$ cat config.mk
export PLATFORM = sky130hd
export DESIGN_NAME = tank_level_ctrl_flat
export DESIGN_NICKNAME = d
export VERILOG_FILES = /design/src/rtl/tank_level_ctrl_if.sv /design/src/rtl/tank_level_ctrl.sv /design/src/flat_wrapper.sv
export SDC_FILE = /design/constraint.sdc
export NUM_CORES = 1
export LEC_CHECK = 0
export CORE_ASPECT_RATIO = 0.75
export CORE_MARGIN = 1
export CORE_UTILIZATION = 45
export DETAILED_ROUTE_END_ITERATION = 8
export PLACE_DENSITY = 0.79
export SKIP_LAST_GASP = 1
export SYNTH_ARGS = -nofsm -noshare
export SYNTH_HDL_FRONTEND = slang
export SYNTH_SLANG_ARGS = --single-unit
$ cat constraint.sdc
create_clock -name clk -period 3 [get_ports clk]
set_input_delay 0.6 -clock clk [delete_from_list [all_inputs] [get_ports clk]]
set_output_delay 0.6 -clock clk [all_outputs]
set_load 0.1 [all_outputs]
$ cat src/rtl/tank_level_ctrl_if.sv
// Signal bundle between the tank level controller and its probes, fault inputs and valve/status consumers.
interface tank_level_ctrl_if #(
   parameter int N_CH = 4
);
   logic                en;
   logic [3*N_CH-1:0]   probe;
   logic [N_CH-1:0]     ext_fault;
   logic [N_CH-1:0]     fault_clr;
   logic [N_CH-1:0]     valve;
   logic [2*N_CH-1:0]   level;
   logic [N_CH-1:0]     fault;
   logic [2*N_CH-1:0]   fault_code;
   logic                any_fault;

   modport master (
      output en, probe, ext_fault, fault_clr,
      input  valve, level, fault, fault_code, any_fault
   );

   modport slave (
      input  en, probe, ext_fault, fault_clr,
      output valve, level, fault, fault_code, any_fault
   );
endinterface

$ cat src/rtl/tank_level_ctrl.sv
// Per-channel tank controller: debounced 3-probe level, hysteretic fill valve, latched faults.
// Valve/fault are Moore outputs of the registered channel state (one edge after deb changes); no backpressure.
module tank_level_ctrl #(
   parameter int N_CH         = 4,
   parameter int DEB_CYC      = 4,
   parameter int FILL_TIMEOUT = 1000
) (
   input  logic              clk,
   input  logic              reset,
   tank_level_ctrl_if.slave  io
);
   localparam int TW = $clog2(FILL_TIMEOUT + 1);
   localparam int DW = $clog2(DEB_CYC + 1);

   localparam logic [1:0] FC_NONE    = 2'd0;
   localparam logic [1:0] FC_SENSOR  = 2'd1;
   localparam logic [1:0] FC_TIMEOUT = 2'd2;
   localparam logic [1:0] FC_EXT     = 2'd3;

   typedef enum logic [1:0] {
      IDLE  = 2'd0,
      FILL  = 2'd1,
      FAULT = 2'd2
   } state_t;

   logic [N_CH-1:0]   valve_w;
   logic [N_CH-1:0]   fault_w;
   logic [2*N_CH-1:0] level_w;
   logic [2*N_CH-1:0] code_w;

   for (genvar i = 0; i < N_CH; i++) begin : g_ch
      logic [2:0]    prb;
      logic [2:0]    smp_q;
      logic [2:0]    deb_q;
      logic [DW-1:0] run_q;
      logic [DW-1:0] run_d;
      logic [TW-1:0] tmr_q;
      logic [TW-1:0] tmr_d;
      logic [1:0]    code_q;
      logic [1:0]    code_d;
      logic [1:0]    lvl;
      logic          deb_ok;
      state_t        st_q;
      state_t        st_d;

      assign prb = io.probe[3*i +: 3];

      // run_d counts consecutive identical samples including the current edge
      always_comb begin
         run_d = DW'(1);
         if (prb == smp_q) begin
            run_d = (run_q == DW'(DEB_CYC)) ? run_q : run_q + 1'b1;
         end
      end

      always_comb begin
         deb_ok = 1'b1;
         lvl    = 2'd0;
         case (deb_q)
            3'b000:  lvl = 2'd0;
            3'b001:  lvl = 2'd1;
            3'b011:  lvl = 2'd2;
            3'b111:  lvl = 2'd3;
            default: deb_ok = 1'b0;
         endcase
      end

      always_comb begin
         st_d   = st_q;
         code_d = code_q;
         tmr_d  = tmr_q;
         case (st_q)
            IDLE: begin
               if (io.ext_fault[i]) begin
                  st_d   = FAULT;
                  code_d = FC_EXT;
               end else if (!deb_ok) begin
                  st_d   = FAULT;
                  code_d = FC_SENSOR;
               end else if (io.en && lvl == 2'd0) begin
                  st_d  = FILL;
                  tmr_d = '0;
               end
            end
            FILL: begin
               tmr_d = (tmr_q == TW'(FILL_TIMEOUT)) ? tmr_q : tmr_q + 1'b1;
               if (io.ext_fault[i]) begin
                  st_d   = FAULT;
                  code_d = FC_EXT;
               end else if (!deb_ok) begin
                  st_d   = FAULT;
                  code_d = FC_SENSOR;
               end else if (lvl == 2'd3 || !io.en) begin
                  st_d = IDLE;
               end else if (tmr_q == TW'(FILL_TIMEOUT - 1)) begin
                  st_d   = FAULT;
                  code_d = FC_TIMEOUT;
               end
            end
            FAULT: begin
               if (io.fault_clr[i] && !io.ext_fault[i] && deb_ok) begin
                  st_d   = IDLE;
                  code_d = FC_NONE;
               end
            end
            default: begin
               st_d   = IDLE;
               code_d = FC_NONE;
            end
         endcase
      end

      always_ff @(posedge clk or posedge reset) begin
         if (reset) begin
            st_q   <= IDLE;
            code_q <= FC_NONE;
            tmr_q  <= '0;
            smp_q  <= 3'b111;
            deb_q  <= 3'b111;
            run_q  <= '0;
         end else begin
            st_q   <= st_d;
            code_q <= code_d;
            tmr_q  <= tmr_d;
            smp_q  <= prb;
            run_q  <= run_d;
            if (run_d == DW'(DEB_CYC)) begin
               deb_q <= prb;
            end
         end
      end

      assign valve_w[i]         = (st_q == FILL);
      assign fault_w[i]         = (st_q == FAULT);
      assign level_w[2*i +: 2]  = lvl;
      assign code_w[2*i +: 2]   = code_q;
   end

   assign io.valve      = valve_w;
   assign io.fault      = fault_w;
   assign io.level      = level_w;
   assign io.fault_code = code_w;
   assign io.any_fault  = |fault_w;
endmodule

$ cat src/flat_wrapper.sv
// flat-port wrapper written by rule: the top's interface ports become plain ports
module tank_level_ctrl_flat 
#(
   parameter int N_CH         = 4,
   parameter int DEB_CYC      = 4,
   parameter int FILL_TIMEOUT = 1000
)
  (clk, reset, io_en, io_probe, io_ext_fault, io_fault_clr, io_valve, io_level, io_fault, io_fault_code, io_any_fault);
  tank_level_ctrl_if #(.N_CH(N_CH)) io_i ();
  input  logic clk;
  input  logic reset;
  input wire logic [$bits(io_i.en)-1:0] io_en;
  input wire logic [$bits(io_i.probe)-1:0] io_probe;
  input wire logic [$bits(io_i.ext_fault)-1:0] io_ext_fault;
  input wire logic [$bits(io_i.fault_clr)-1:0] io_fault_clr;
  output wire logic [$bits(io_i.valve)-1:0] io_valve;
  output wire logic [$bits(io_i.level)-1:0] io_level;
  output wire logic [$bits(io_i.fault)-1:0] io_fault;
  output wire logic [$bits(io_i.fault_code)-1:0] io_fault_code;
  output wire logic [$bits(io_i.any_fault)-1:0] io_any_fault;
  assign io_i.en = io_en;
  assign io_i.probe = io_probe;
  assign io_i.ext_fault = io_ext_fault;
  assign io_i.fault_clr = io_fault_clr;
  assign io_valve = io_i.valve;
  assign io_level = io_i.level;
  assign io_fault = io_i.fault;
  assign io_fault_code = io_i.fault_code;
  assign io_any_fault = io_i.any_fault;
  tank_level_ctrl #(.N_CH(N_CH), .DEB_CYC(DEB_CYC), .FILL_TIMEOUT(FILL_TIMEOUT)) u_core (.clk(clk), .reset(reset), .io(io_i));
endmodule
==> impl_metrics.py <==
metrics = {
    "power_and_ir_drop": {
        "ir_drop_mv": 0.564,
        "p_switching_mw": 1.55,
        "p_leak_nw": 2.52,
        "seqPwrFrac": 0.411,
        "combPwrFrac": 0.321,
        "swShare": 0.390,
        "power_density_nw_per_um2": 670,
        "intPower_mw": 2.43,
        "power_frac_clock": 0.268,
    },
    "timing": {
        "tightestPinTransition_ps": 978,
        "setup_viol_count_final": 0,
        "finalWorstSetupSlack_ps": 397,
        "max_freq_mhz": 384,
        "rsz0062_at_grt": "false",
        "clock_skew_ps": 8.45,
        "maxSlewHeadroom": 0.345,
        "finalMaxSlewViolations": 0,
        "fin_crit_ps": 2600,
        "finalHoldViolations": 0,
        "period_share": 0.868,
    },
    "floorplanning": {
        "start_util": 0.463,
        "std_cell_rows": 33,
        "ios": 48,
        "die_w_um": 125,
        "die_area_um2": 11700,
        "fp.dieH_um": 93.9,
        "core_um2": 10900,
    },
    "synthesis": {
        "synth_cell_types": 56,
        "synth.cell_area_um2": 5060,
        "yosys-top-cells-area": "dfrtp_1, dfstp_2, xnor2_1, ha_1, nor2_1",
        "synth_fa_ha_area_frac": 0.0395,
        "synth.area.mux_share": 0.0492,
        "async_reset_ff_frac": 1.00,
        "synth_nets": 575,
        "netlist.area_leader.share": 0.336,
        "synth_edf_count": 0,
        "synth_top_family_by_area": "simple AND/OR/NAND/NOR gates",
        "ys.flop_type": "dfrtp_1",
        "yosys_warnings": 0,
        "ys_seq_area_frac": 0.460,
        "yosys.area.top_type": "dfrtp_1",
        "synth_xor_xnor_area_share": 0.0536,
        "avgSynthCellArea_um2": 9.45,
        "synth-seq-cells": 92,
        "synth_compound_area_frac": 0.105,
        "synth_simple_gate_area_frac": 0.256,
        "synthTopCellsByCount": "dfrtp_1, nor2_1, nand2_1",
        "syn_inst": 536,
        "synth.most_common_cell": "dfrtp_1",
    },
    "clocking": {
        "clk_latency_ps": 340,
        "cts.path.max_buffers": 2,
        "clk_transition_reported_paths_ps": 60,
        "cts_resized": 0,
        "clockRootBuffer": "clkbuf_16",
        "numCtsBuffers": 9,
        "cts.sinks": 92,
        "ctsHtreeMaxLevel": 3,
        "cts_hold_buf": 0,
        "cts_tree": "built",
        "post-cts-setup-buffers": 0,
    },
    "critical_path": {
        "required_ps": 2400,
        "path_class": "reg2out",
        "ff2ff_setup_slack_ps": 670,
        "critPathLaunchType": "register",
        "arrival_ps": 2000,
        "crit_path_end_kind": "primary output",
        "path_max_fanout": 18,
    },
    "global_routing": {
        "grt_pass1_wl_um": 18900,
        "antenna_found_initial": 0,
        "grt_pass1_vias": 3935,
        "grt_overflow": 0,
        "grtUsageTotal": 0.201,
        "grt_max_degree": 40,
    },
    "routing": {
        "finalWirelength_um": 10700,
        "post_drt_wl_per_cell_um": 14.7,
        "drc": 0,
        "detail_route.vias_per_cell": 5.63,
        "vias": 4107,
        "dr.pass1.iters": 5,
        "drt_iter0_drc": 286,
        "ant_nets": 0,
    },
    "min_path": {
        "hp-class": "reg2reg",
    },
    "final_layout": {
        "nNetsFinal": 625,
        "drive_above_1_share": 0.159,
        "diodes": 0,
        "fin_area_um2": 5930,
        "area_growth_pct": 17.2,
    },
    "placement": {
        "port-buffer-count": 47,
        "gp_congestion": 0.841,
        "place_ws_ps": 288,
        "placed_cell_area_um2": 5650,
        "dp_hpwl_um": 7990,
    },
    "outcome": {
        "status": "finished clean",
    },
    "run": {
        "maxCapViolCount": 0,
    },
}
[logic make-up (layout without fill, tap and decap cells)]
group | Yosys count | in the layout
and+or+nand+nor | 243 | 243
DFF | 92 | 92
AOI/OAI and AO/OA | 87 | 87
buffers and inverters | 44 | 98
xor gates and xnor gates | 31 | 31
muxes | 23 | 23
adders and majority gates | 16 | 16
[power by group through the flow]
stage,sequential [mW],combinational (mW),clock (mW)
6_report,1.63,1.28,1.07
5_1_grt,1.67,1.37,1.15
4_1_cts,1.63,1.28,1.10
3_5_place_dp,1.65,1.28,0
3_3_place_gp,1.64,1.25,0
2_1_floorplan,1.92,0.677,0
[cell usage in the layout, fill, tap and decap left out, types with 22 or more instances in the layout]
| cell type | Yosys | final |
|---|---|---|
| nand2_1 | 47 | 47 |
| dfstp_2 | 24 | 24 |
| nor2_1 | 48 | 48 |
| buf_4 | 0 | 28 |
| clkdlybuf4s50_1 | 0 | 22 |
| nand3_1 | 24 | 24 |
| inv_1 | 31 | 30 |
| dfrtp_1 | 68 | 68 |
| o21ai_0 | 24 | 24 |
| a21oi_1 | 24 | 24 |
| xnor2_1 | 30 | 30 |
[final cells by class]
type | instances | area, um^2
clock buffer | 13 | 270
clock inverter | 2 | 10.0
fill | 966 | 5010
inverter | 32 | 121
multi-input combinational | 400 | 2570
sequential | 92 | 2330
tap | 140 | 175
timing repair buffer | 51 | 450
[sequential cells by signal (all words and copies together) (netlist names)]
| register | cells |
|---|---|
| u_core.g_ch.tmr_q | 40 |
| u_core.g_ch.deb_q | 12 |
| u_core.g_ch.run_q | 12 |
| u_core.g_ch.smp_q | 12 |
| u_core.g_ch.code_q | 8 |
| u_core.g_ch.st_q | 8 |
[worst max-delay path: stages (launching register included)]
cell and delay (ps):
dfrtp_1 680, nor2_1 230, or4_1 500, buf_4 250
[path summary, 6_finish.rpt]
| kind | startpoint | end | cells past startpoint |
|---|---|---|---|
| max | u_core.g_ch[0].st_q[0]$_DFFE_PP0P_ | io_any_fault | 3 |
| min | u_core.g_ch[0].tmr_q[9]$_DFFE_PP0P_ | u_core.g_ch[0].tmr_q[9]$_DFFE_PP0P_ | 1 |
| max reg2reg | u_core.g_ch[0].st_q[0]$_DFFE_PP0P_ | u_core.g_ch[0].tmr_q[8]$_DFFE_PP0P_ | 5 |
| min reg2reg | u_core.g_ch[0].tmr_q[9]$_DFFE_PP0P_ | u_core.g_ch[0].tmr_q[9]$_DFFE_PP0P_ | 1 |
| max in group asynchronous | reset | u_core.g_ch[0].st_q[0]$_DFFE_PP0P_ | 3 |
| min in group asynchronous | reset | u_core.g_ch[1].code_q[0]$_DFFE_PP0P_ | 2 |
[per-layer routing]
metal  vias up  share of wire  track usage
met4         0          0.010       0.0472
li1       1992              -            -
met5         -              0            0
met2       113           0.46        0.329
met1      1992           0.47        0.259
met3        10          0.059       0.0666
[stage by stage]
step                      utilization  power, mW  TNS [ps]  instances  hold slack, ps
after floorplan                     -       2.60      -599        536             433
after global placement          0.517       2.88         0        715             460
after detailed placement        0.517       2.93         0        715             467
after CTS                       0.542       4.01         0        730             473
after global routing            0.542       4.19         0        730             489
final                           0.542       3.98         0        730             470
Power figures use the tool's default switching activity.
